File: config.mk
export PLATFORM = sky130hd
export DESIGN_NAME = alu_ctrl_stage
export DESIGN_NICKNAME = d
export VERILOG_FILES = /design/src/rtl/riscv_pkg.sv /design/src/rtl/alu_dec.sv /design/src/rtl/alu_ctrl_stage.sv
export SDC_FILE = /design/constraint.sdc
export NUM_CORES = 1
export LEC_CHECK = 0
export ABC_AREA = 1
export BUFFER_PORTS_ARGS = -buffer_cell sky130_fd_sc_hd__buf_2
export CORE_AREA = 5 5 114 116
export DETAILED_ROUTE_END_ITERATION = 10
export DIE_AREA = 0 0 119 121
export HOLD_SLACK_MARGIN = 0.03
export PLACE_DENSITY = 0.81
export REMOVE_ABC_BUFFERS = 1
export SYNTH_ARGS = -nofsm -noshare
export SYNTH_HDL_FRONTEND = slang
export SYNTH_SLANG_ARGS = --single-unit
File: constraint.sdc
create_clock -name clk -period 1.5 [get_ports clk]
set_input_delay 0.075 -clock clk [delete_from_list [all_inputs] [get_ports clk]]
set_output_delay 0.075 -clock clk [all_outputs]
set_load 0.01 [all_outputs]
File: src/rtl/riscv_pkg.sv
// rtl/riscv_pkg.sv - shared ALU op encodings and RV32I opcode/funct constants
package riscv_pkg;

  typedef enum logic [2:0] {
    ALU_ADD = 3'b000,
    ALU_SUB = 3'b001,
    ALU_AND = 3'b010,
    ALU_OR  = 3'b011,
    ALU_XOR = 3'b100,
    ALU_SLT = 3'b101
  } alu_op_t;

  localparam logic [6:0] OP_LOAD   = 7'b0000011;
  localparam logic [6:0] OP_STORE  = 7'b0100011;
  localparam logic [6:0] OP_R      = 7'b0110011;
  localparam logic [6:0] OP_I      = 7'b0010011;
  localparam logic [6:0] OP_BRANCH = 7'b1100011;
  localparam logic [6:0] OP_JAL    = 7'b1101111;

  localparam logic [2:0] F3_ADDSUB = 3'b000;
  localparam logic [2:0] F3_SLT    = 3'b010;
  localparam logic [2:0] F3_XOR    = 3'b100;
  localparam logic [2:0] F3_OR     = 3'b110;
  localparam logic [2:0] F3_AND    = 3'b111;
  localparam logic [2:0] F3_BEQ    = 3'b000;

  localparam logic [6:0] F7_BASE = 7'b0000000;
  localparam logic [6:0] F7_ALT  = 7'b0100000;

endpackage

File: src/rtl/alu_dec.sv
// rtl/alu_dec.sv - combinational opcode/funct3/funct7 decode to ALU control
module alu_dec
  import riscv_pkg::*;
(
  input  logic [6:0] op,
  input  logic [2:0] funct3,
  input  logic [6:0] funct7,
  output logic [2:0] alucontrol,
  output logic       alusrc,
  output logic       illegal
);

  alu_op_t f3_op;
  logic    f3_ok;
  alu_op_t op_sel;
  logic    src_sel;
  logic    bad;

  always_comb begin
    f3_op = ALU_ADD;
    f3_ok = 1'b1;
    case (funct3)
      F3_ADDSUB: f3_op = ALU_ADD;
      F3_SLT:    f3_op = ALU_SLT;
      F3_XOR:    f3_op = ALU_XOR;
      F3_OR:     f3_op = ALU_OR;
      F3_AND:    f3_op = ALU_AND;
      default:   f3_ok = 1'b0;
    endcase
  end

  always_comb begin
    op_sel  = ALU_ADD;
    src_sel = 1'b0;
    bad     = 1'b0;
    case (op)
      OP_LOAD, OP_STORE, OP_JAL: src_sel = 1'b1;
      OP_BRANCH: begin
        if (funct3 == F3_BEQ) op_sel = ALU_SUB;
        else                  bad    = 1'b1;
      end
      OP_R: begin
        // only add/sub share funct3 000; funct7 0100000 is legal only there
        if (!f3_ok)                                         bad    = 1'b1;
        else if (funct7 == F7_BASE)                         op_sel = f3_op;
        else if (funct7 == F7_ALT && funct3 == F3_ADDSUB)   op_sel = ALU_SUB;
        else                                                bad    = 1'b1;
      end
      OP_I: begin
        if (f3_ok) begin
          op_sel  = f3_op;
          src_sel = 1'b1;
        end else begin
          bad = 1'b1;
        end
      end
      default: bad = 1'b1;
    endcase
  end

  assign alucontrol = bad ? ALU_ADD : op_sel;
  assign alusrc     = bad ? 1'b0 : src_sel;
  assign illegal    = bad;

endmodule

File: src/rtl/alu_ctrl_stage.sv
// rtl/alu_ctrl_stage.sv - ALU control decode plus ID/EX pipeline register
module alu_ctrl_stage
  import riscv_pkg::*;
#(
  parameter int              XLEN     = 32,
  parameter logic [XLEN-1:0] RESET_PC = 32'h0000_0000
) (
  input  logic            clk,
  input  logic            reset,
  input  logic [31:0]     instr_d,
  input  logic            valid_d,
  input  logic [XLEN-1:0] pc_d,
  input  logic [XLEN-1:0] rd1_d,
  input  logic [XLEN-1:0] rd2_d,
  input  logic [XLEN-1:0] immext_d,
  input  logic            stall_e,
  input  logic            flush_e,
  output logic            valid_e,
  output logic [2:0]      alucontrol_e,
  output logic            alusrc_e,
  output logic            illegal_e,
  output logic [XLEN-1:0] rd1_e,
  output logic [XLEN-1:0] rd2_e,
  output logic [XLEN-1:0] immext_e,
  output logic [XLEN-1:0] pc_e,
  output logic [4:0]      rd_e
);

  logic [2:0] alucontrol_d;
  logic       alusrc_d;
  logic       illegal_d;
  logic       unused_rs_bits;

  assign unused_rs_bits = ^instr_d[24:15];

  alu_dec u_alu_dec (
    .op         (instr_d[6:0]),
    .funct3     (instr_d[14:12]),
    .funct7     (instr_d[31:25]),
    .alucontrol (alucontrol_d),
    .alusrc     (alusrc_d),
    .illegal    (illegal_d)
  );

  always_ff @(posedge clk) begin
    // a bubble in decode loads the same state as reset/flush
    if (reset || flush_e || (!stall_e && !valid_d)) begin
      valid_e      <= 1'b0;
      alucontrol_e <= ALU_ADD;
      alusrc_e     <= 1'b0;
      illegal_e    <= 1'b0;
      rd1_e        <= '0;
      rd2_e        <= '0;
      immext_e     <= '0;
      pc_e         <= RESET_PC;
      rd_e         <= '0;
    end else if (!stall_e) begin
      valid_e      <= 1'b1;
      alucontrol_e <= alucontrol_d;
      alusrc_e     <= alusrc_d;
      illegal_e    <= illegal_d;
      rd1_e        <= rd1_d;
      rd2_e        <= rd2_d;
      immext_e     <= immext_d;
      pc_e         <= pc_d;
      rd_e         <= instr_d[11:7];
    end
  end

endmodule

==> impl_metrics.tcl, run 1 <==
set metrics [dict create \
    pin_count 304 \
    p_leak_nw 4.179 \
    holdPathEnd "alucontrol_e[0]" \
    multi_input_area_sq_um 1959 \
    port_buffers 293 \
    area_growth_pct 74.22 \
    die-area_sq_um 14400 \
    synth_common_cells "295 x nand2_1, 139 x dfxtp_1, 137 x a21oi_1" \
    ys_types 18 \
    dpl.hpwl_um 10460 \
    setup_viol 0 \
    post-cts-setup-buffers 0 \
    start_util_pct 42.24 \
    routed_wl_um 20110 \
    synth.most_common_cell "nand2_1" \
    syn_inst 663 \
    power_mw 9.322 \
    htree_levels 4 \
    cts_inserted_buffers 17 \
    finalClockSkew_ps 0 \
    gp_congestion 0.8024 \
    cp_top_family "buffers and inverters" \
    die_h_um 121 \
    synthFlopType "dfxtp_1" \
    ys_warn_count 0 \
    crit_buf_inv 4 \
    synth_edf_count 0 \
    hp-class "input port to register" \
    clkSinkCount 139 \
    rrSetupSlack_ps 290 \
    die_x_um 119 \
    irDropWorstVdd_v 0.0007491 \
    grt_max_degree 77 \
    hold_viol 0 \
    post-route-period-util_pct 93.70 \
    status "completed" \
    root_buffer "clkbuf_16" \
    cp_slowest_stage_delay_ps 560 \
    critPathKind "input port to register" \
    ant_nets 0 \
    timing.rr.start "immext_e[2]" \
    synth_area_sq_um 4989 \
    maxSlewViolCount 0 \
    insertion_delay_ps 400 \
    cts_tree "built" \
    worstHoldPathCells 6 \
    cpMaxStageDelayCell "dlygate4sd3_1" \
    worst_pin_slew_ps 374.8 \
    required_ps 1790 \
    synth_top_area_share_pct 55.78 \
    reg2regPathDepth 3 \
    wl_per_cell_um 16.16 \
    ys_top_cells_by_area "dfxtp_1 56%, nand2_1 22%, a21oi_1 14%" \
    holdWs_ps 105.4 \
    max_freq_mhz 711.5 \
    grt_pass1_wl_um 31970 \
    hp-start "instr_d[30]" \
    num_vias 6179 \
    yosys.area.top_type "dfxtp_1" \
    relSlewSlack_pct 75.01 \
    route.met3.wl_um 1607 \
    grt_pass1_vias 6517 \
    antenna_found_initial 0 \
    top_layer "met4" \
    seq_area_frac_synth_pct 55.78 \
    synth_seq_cells 139 \
    routed-wl-met2_um 10300 \
    cp_max_fo 53 \
    p_per_area_nw_per_um2 1073 \
    rows 40 \
    wl_met1_um 7208 \
    routed_via_density 4.963 \
    maxCapViolCount 0 \
    filler_cell_count 763 \
    clockBufferDepth 2 \
    dr.pass1.iters 5 \
    drc 0 \
    drt-initial-drc-count 567 \
    nets 1250 \
    async_flop_share_pct 0 \
    drive_gt1_share_pct 30.63 \
    start_kind "input port" \
    crit_path_end_kind "register" \
    min_period_ps 1405 \
    startpoint "stall_e" \
    rsz0062_at_grt "no" \
    cp_cell_sequence "buf_6, nor2_1, nor3_2, bufinv_8, buf_12, a21oi_1, dlygate4sd3_1" \
    cts.clk_slew.worst_paths_ps 60 \
    arrival_ps 1700 \
    overflow 0 \
    regArea_sq_um 2783 \
    syn_area_per_cell_sq_um 7.524 \
    r2r-end "immext_e[2]" \
    fin_setup_tns_ps 0 \
    fp.coreArea_sq_um 11810 \
    grt_use_total_pct 27.62 \
]
## report_power, final
group	total, mW	switching, mW	internal [mW]
clock network	4.36	1.49	2.87
logic	1.12	0.537	0.583
registers	3.84	0.0509	3.79
total	9.32	2.08	7.24
## kinds of logic after synthesis
family,Yosys count,share of synthesized area [%]
AO/OA/AOI/OAI,143,14.45
flip-flops,139,55.78
AND/OR/NAND/NOR,322,24.76
buffers and inverters,59,5.016
## metal layers
layer	global-route usage [%]	up-vias
met5	0	-
met4	16.00	0
met3	8.904	85
met2	49.70	324
met1	27.96	2813
li1	-	2957
## layout by cell type, fill, tap and decap left out, types with 2 or more instances in the layout
cell type      instances
a21oi_1              136
buf_4                  5
dlygate4sd3_1        143
nand2_1              295
buf_2                292
clkbuf_8               2
dfxtp_1              139
inv_1                 12
nor2_1                15
clkbuf_16             17
o21ai_0                4
nand3_1                9
clkbuf_1               6
bufinv_16              4
buf_12                 7
a21oi_2                2
## worst max-delay path by stage
| stage | endpoint | cells after the start | slack (ps) |
|---|---|---|---|
| 2_1_floorplan | alusrc_e | 3 | -1320 |
| 3_3_place_gp | rd1_e[27] | 6 | 290 |
| 3_5_place_dp | immext_e[13] | 6 | 240 |
| 4_1_cts | immext_e[2] | 7 | 150 |
| 5_1_grt | immext_e[2] | 7 | 50 |
| 6_report | immext_e[2] | 7 | 90 |
## worst register-to-register path, delay by kind of cell (launching register included)
family          cells  cell delay (ps)
buf+inv             1              570
compound gates      1              180
flops               1              340
simple gates        1               70
## flip-flops by register name (all words and copies together) (netlist names)
| name | flops |
|---|---|
| rd2_e | 32 |
| rd_e | 5 |
| immext_e | 32 |
| valid_e | 1 |
| illegal_e | 1 |
| alucontrol_e | 3 |
| pc_e | 32 |
| alusrc_e | 1 |
| rd1_e | 32 |
## per-stage QoR
stage | worst slack, ps | cell area, sq um | util [%] | cells
6_report | 94.53 | 8691 | 73.58 | 1245
2_1_floorplan | -1320 | 4791 | - | 618
3_5_place_dp | 243.8 | 6626 | 56.10 | 1070
3_3_place_gp | 289.3 | 6626 | 56.10 | 1070
5_1_grt | 51.61 | 8688 | 73.56 | 1244
4_1_cts | 145.4 | 8670 | 73.40 | 1244
## repair_timing
| item | CTS | global route |
|---|---|---|
| resized for setup | 0 | 4 |
| setup endpoints to repair | 0 | 2 |
| hold buffers | 143 | 0 |
| hold endpoints to repair | 134 | 0 |
## area by class of cell
class	instances	area share (%)
antenna	1	0.02879
sequential	139	32.02
inverter	14	0.7918
multi-input combinational	465	22.55
tap	147	2.116
timing repair buffer	448	35.46
clock inverter	6	1.569
clock buffer	25	5.471
Power figures use the tool's default switching activity.
==> run 2: changes to the inputs <==
--- a/config.mk
+++ b/config.mk
@@ -5,13 +5,13 @@
 export SDC_FILE = /design/constraint.sdc
 export NUM_CORES = 1
 export LEC_CHECK = 0
-export ABC_AREA = 1
 export BUFFER_PORTS_ARGS = -buffer_cell sky130_fd_sc_hd__buf_2
 export CORE_AREA = 5 5 114 116
 export DETAILED_ROUTE_END_ITERATION = 10
 export DIE_AREA = 0 0 119 121
+export GPL_TIMING_DRIVEN = 0
 export HOLD_SLACK_MARGIN = 0.03
-export PLACE_DENSITY = 0.81
+export PLACE_DENSITY = 0.82
 export REMOVE_ABC_BUFFERS = 1
 export SYNTH_ARGS = -nofsm -noshare
 export SYNTH_HDL_FRONTEND = slang
==> run 2 against run 1 <==
Via count decreased by 16%. Largest cell class unchanged. Routed wire length shrank 11%. Sequential share of layout area is essentially flat. Non-clock buffer count is 16 lower. Critical endpoint is now illegal_e. Worst hold slack got worse by 24 ps. First-iteration DRC count fell by 41%. Final cell count decreased by 14%. Maximum frequency up 9.6%. Setup slack better by 120 ps. Combinational power grew 4%.
==> impl_metrics.tcl, run 2 <==
set metrics [dict create \
    status "completed" \
    routed_via_density 4.841 \
    overflow 0 \
    cp_num_cells 6 \
    syn_inst 489 \
    root_buffer "clkbuf_16" \
    drive_gt1_share_pct 36.16 \
    cp_slowest_stage_delay_ps 540 \
    critPathKind "input port to register" \
    switching_share_pct 22.99 \
    cts_inserted_buffers 17 \
    fin_area_sq_um 8693 \
    synthFlopType "dfxtp_1" \
    grt_use_total_pct 24.26 \
    hp-class "input port to register" \
    antenna_found_initial 2 \
    maxSlewViolCount 0 \
    relSlewSlack_pct 47.81 \
    die_h_um 121 \
    die-area_sq_um 14400 \
    htree_levels 4 \
    final_common_cell "buf_2" \
    cp_top_family "compound AO/OA/AOI/OAI gates" \
    p_leak_nw 4.423 \
    drc 0 \
    min_period_ps 1282 \
    synth_common_cells "140 x nor2_1, 139 x dfxtp_1, 133 x mux2i_1" \
    wl_per_cell_um 16.73 \
    seq_area_frac_synth_pct 54.14 \
    fp.coreArea_sq_um 11810 \
    cpMaxStageDelayCell "dlygate4sd3_1" \
    start_util_pct 43.52 \
    gp_congestion 0.8016 \
    clkSinkCount 139 \
    cts_tree "built" \
    maxCapViolCount 0 \
    nets 1074 \
    yosys.area.top_type "dfxtp_1" \
    rows 40 \
    postPlaceCellArea_sq_um 6723 \
    pwr-share-comb_pct 12.7 \
    async_flop_share_pct 0 \
    setup_viol 0 \
    clockBufferDepth 2 \
    insertion_delay_ps 400 \
    p_switching_mw 2.133 \
    hold_viol 0 \
    synth_edf_count 0 \
    ant_nets 0 \
    worst_pin_slew_ps 782.7 \
    finish.utilization_pct 73.60 \
    finalClockSkew_ps 0 \
    holdWs_ps 80.99 \
    grt_pass1_wl_um 28010 \
    dr.pass1.iters 4 \
    worstHoldPathCells 4 \
    dpl.hpwl_um 10360 \
    max_freq_mhz 780.1 \
    grt_pass1_vias 5668 \
    irDropWorstVdd_v 0.0009218 \
    power.share.sequential_pct 41.4 \
    required_ps 1780 \
    start_kind "input port" \
    rsz0062_at_grt "no" \
    synth_seq_cells 139 \
    synth_area_sq_um 5140 \
    layout_common_cells "292 x buf_2, 140 x nor2_1, 139 x dfxtp_1" \
    syn_area_per_cell_sq_um 10.51 \
    cp_max_fo 6 \
    routed_wl_um 17920 \
    power_mw 9.280 \
    num_vias 5185 \
    post-route-period-util_pct 85.46 \
    ys_warn_count 0 \
    die_x_um 119 \
    grt_max_degree 76 \
    cts.clk_slew.worst_paths_ps 60 \
    pin_count 304 \
    cp_cell_sequence "dlygate4sd3_1, buf_2, o31ai_1, a31oi_1, a2111oi_0, o21ai_0" \
    area_growth_pct 69.13 \
    ctsResizeCount 0 \
    port_buffers 293 \
    reg2regPathDepth 2 \
    p_clk_share_pct 45.9 \
    synth_top_area_share_pct 54.14 \
    p_per_area_nw_per_um2 1067 \
    ys_types 36 \
    arrival_ps 1560 \
    synth.most_common_cell "nor2_1" \
    crit_path_end_kind "register" \
    power.internal_mw 7.147 \
    drt-initial-drc-count 336 \
    ys_top_cells_by_area "dfxtp_1 54%, mux2i_1 26%, nor2_1 10%" \
    crit_buf_inv 2 \
]
[run 2: changes by cell type in the layout (fill, tap and decap cells not counted), sizes merged, moves of 3 or more]
cell	delta
nand2	-289
a21oi	-136
mux2i	+133
nor2	+124
inv	-9
buf	-8
dlygate4sd3	-8
nand3	-6
clkbuf	-4
clkinvlp	+3
[run 2: cell type report]
cell class	instances	area, sq um
fillers	755	3118
repair buffers	432	2915
flip-flops and latches	139	2783
multi-input cells	315	2186
clock buffers	21	460.4
well taps	147	183.9
clock inverters	10	142.6
inverters	4	15.01
diodes	3	7.507
[run 2: what timing repair did]
item | CTS | global route
hold endpoints to repair | 135 | 0
setup endpoints to repair | 0 | 38
setup buffers | 0 | 0
hold buffers | 135 | 0
[run 2: power by group through the flow]
stage / Sequential, mW / Combinational, mW / Clock (mW)
2_1_floorplan: 3.97 / 0.326 / 0
3_3_place_gp: 3.92 / 0.887 / 0
3_5_place_dp: 3.92 / 0.854 / 0
4_1_cts: 3.84 / 1.14 / 4.32
5_1_grt: 3.86 / 1.27 / 4.49
6_report: 3.85 / 1.17 / 4.26
[run 2: path summary, 6_finish.rpt]
path         slack (ps)         endpoint   startpoint
min reg2reg         450          valid_e      valid_e
max reg2reg         770         rd2_e[6]     rd2_e[6]
min                  80  alucontrol_e[0]   instr_d[4]
max                 220        illegal_e  instr_d[12]
[run 2: cells by family (layout without fill, tap and decap cells)]
logic type,after synthesis,count (layout),synth area share (%)
buffers and inverters,36,467,3.724
other,0,3,0
XOR/XNOR,1,1,0.1704
AND/OR/NAND/NOR,162,162,13.29
AO/OA/AOI/OAI,18,19,2.775
flip-flops,139,139,54.14
multiplexers,133,133,25.90
[run 2: tightest hold or removal path: cells and delay by family]
family / cells / cell delay, ps
AOI/OAI and AO/OA: 2 / 160
and+or+nand+nor: 1 / 70
buffers and inverters: 1 / 140
[run 2: metrics by stage]
step	std cells	setup WS, ps	setup TNS (ps)
6_report	1071	218.0	0
5_1_grt	1070	20.80	0
4_1_cts	1067	25.63	0
3_5_place_dp	901	-406.4	-27300
3_3_place_gp	897	-9124	-1219300
2_1_floorplan	457	-3668	-472160
[run 2: routing by layer]
metal | vias to the layer above | global-route usage [%] | wire, um
li1 | 2491 | - | -
met1 | 2403 | 23.45 | 6190
met2 | 232 | 45.07 | 9624
met3 | 59 | 8.159 | 1358
met4 | 0 | 13.40 | 743
met5 | - | 0 | 0
==> run 3: changes to the inputs <==
--- a/config.mk
+++ b/config.mk
@@ -5,7 +5,7 @@
 export SDC_FILE = /design/constraint.sdc
 export NUM_CORES = 1
 export LEC_CHECK = 0
-export BUFFER_PORTS_ARGS = -buffer_cell sky130_fd_sc_hd__buf_2
+export BUFFER_PORTS_ARGS = -buffer_cell sky130_fd_sc_hd__buf_4
 export CORE_AREA = 5 5 114 116
 export DETAILED_ROUTE_END_ITERATION = 10
 export DIE_AREA = 0 0 119 121
==> run 3 against run 2 <==
The flow now finishes with violations (negative setup slack). Utilization increased by 6.4 points. Design area is 8.7% higher. Via count is 5.9% higher. Setup slack got worse by 240 ps. Sequential share of layout area fell by 2.6 points. Total power barely moved. Critical path depth unchanged. Non-clock buffer count increased by 4. Clock skew did not move. Die area did not move. Clock power fell by 5.2%. Highest routed layer unchanged.
==> impl_metrics.tcl, run 3 (synthesis results as in run 2) <==
set metrics [dict create \
    max_freq_mhz 656.8 \
    violations "negative setup slack" \
    relSlewSlack_pct 52.53 \
    clkSinkCount 139 \
    area_growth_pct 83.79 \
    dr.pass1.iters 5 \
    grt_pass1_wl_um 31160 \
    post-route-period-util_pct 101.5 \
    antenna_found_initial 2 \
    clockBufferDepth 2 \
    hp-start "reset" \
    gp_congestion 0.8386 \
    cp_max_fo 6 \
    routed_wl_um 20440 \
    irDropWorstVdd_v 0.0006915 \
    worst_pin_slew_ps 712.0 \
    grt_max_degree 77 \
    die-area_sq_um 14400 \
    postPlaceCellArea_sq_um 7453 \
    wl_per_cell_um 19.01 \
    nets 1078 \
    cts.clk_slew.worst_paths_ps 60 \
    overflow 0 \
    holdWs_ps 125.4 \
    timing.rr.start "pc_e[6]" \
    fin_area_sq_um 9447 \
    drive_gt1_share_pct 36.61 \
    htree_levels 4 \
    routed_via_density 5.108 \
    layout_common_cells "295 x buf_4, 140 x nor2_1, 139 x dfxtp_1" \
    hold_viol 0 \
    maxSlewViolCount 0 \
    pin_count 304 \
    ant_nets 0 \
    timing.final.ws_setup_ps -22.61 \
    die_x_um 119 \
    crit_path_end_kind "register" \
    maxCapViolCount 0 \
    fin_setup_tns_ps -22.61 \
    grt_pass1_vias 5949 \
    filler_cell_count 621 \
    grt_use_total_pct 27.52 \
    dpl.hpwl_um 11450 \
    rows 40 \
    power_mw 9.286 \
    startpoint "instr_d[12]" \
    drc 0 \
    cts_tree "built" \
    setup_viol 1 \
    die_h_um 121 \
    drt-initial-drc-count 409 \
    required_ps 1820 \
    p_leak_nw 4.565 \
    cts_inserted_buffers 17 \
    critPathKind "input port to register" \
    root_buffer "clkbuf_16" \
    final_common_cell "buf_4" \
    fp.coreArea_sq_um 11810 \
    port_buffers 293 \
    finalClockSkew_ps 0 \
    num_vias 5491 \
    start_kind "input port" \
    p_per_area_nw_per_um2 983.0 \
    hp-class "input port to register" \
    insertion_delay_ps 410 \
    min_period_ps 1523 \
    arrival_ps 1850 \
    start_util_pct 43.52 \
    status "finished, violations left" \
]
-- run 3: area by class of cell --
cell class              instances  area (sq um)  share of cell area (%)
diodes                          2         5.005                 0.05298
inverters                       4         15.01                  0.1589
repair buffers                436          3699                   39.15
clock buffers                  20         446.7                   4.728
well taps                     147         183.9                   1.947
multi-input cells             315          2191                   23.19
flip-flops and latches        139          2783                   29.46
clock inverters                12         123.9                   1.311
-- run 3: stage by stage --
stage / util [%] / instances / worst slack [ps]
2_1_floorplan: - / 457 / -3668
3_3_place_gp: 62.20 / 897 / -6999
3_5_place_dp: 63.10 / 901 / -728.1
4_1_cts: 79.49 / 1069 / 16.33
5_1_grt: 79.98 / 1075 / -47.95
6_report: 79.98 / 1075 / -22.61
-- run 3: power breakdown --
part	switching, mW	leakage (nW)	total, mW	internal [mW]
Sequential	0.0612	1.13	3.86	3.79
Combinational	0.563	3.16	1.39	0.828
Clock	1.56	0.272	4.04	2.47
Total	2.19	4.57	9.29	7.10
-- run 3: worst max-delay path, stage by stage --
cell and delay [ps]:
dlygate4sd3_1 560, buf_4 170, nor3_1 170, nand2_1 80, dlygate4sd3_1 590, o31ai_2 200
-- run 3: what timing repair did --
| action | CTS | global route |
|---|---|---|
| gates resized for setup | 1 | 1 |
| hold buffers | 135 | 0 |
| gates cloned | 1 | 1 |
| endpoints found under the setup margin | 109 | 42 |
| buffers inserted | 0 | 3 |
| endpoints found under the hold margin | 135 | 0 |
| pin swaps | 1 | 1 |
-- run 3: per-layer routing --
layer  global-route usage (%)  wire, um  up-vias
met5                        0         0        -
met4                    13.90       957        0
met3                    8.159      1420       78
met2                    52.74     11190      302
met1                    26.48      6877     2614
li1                         -         -     2497
-- run 3: worst paths after layout --
path	endpoint	slack, ps	cells after the start
hold / removal	illegal_e	130	4
setup reg to reg	pc_e[6]	770	2
hold reg to reg	valid_e	460	2
setup / recovery	alucontrol_e[0]	-20	6
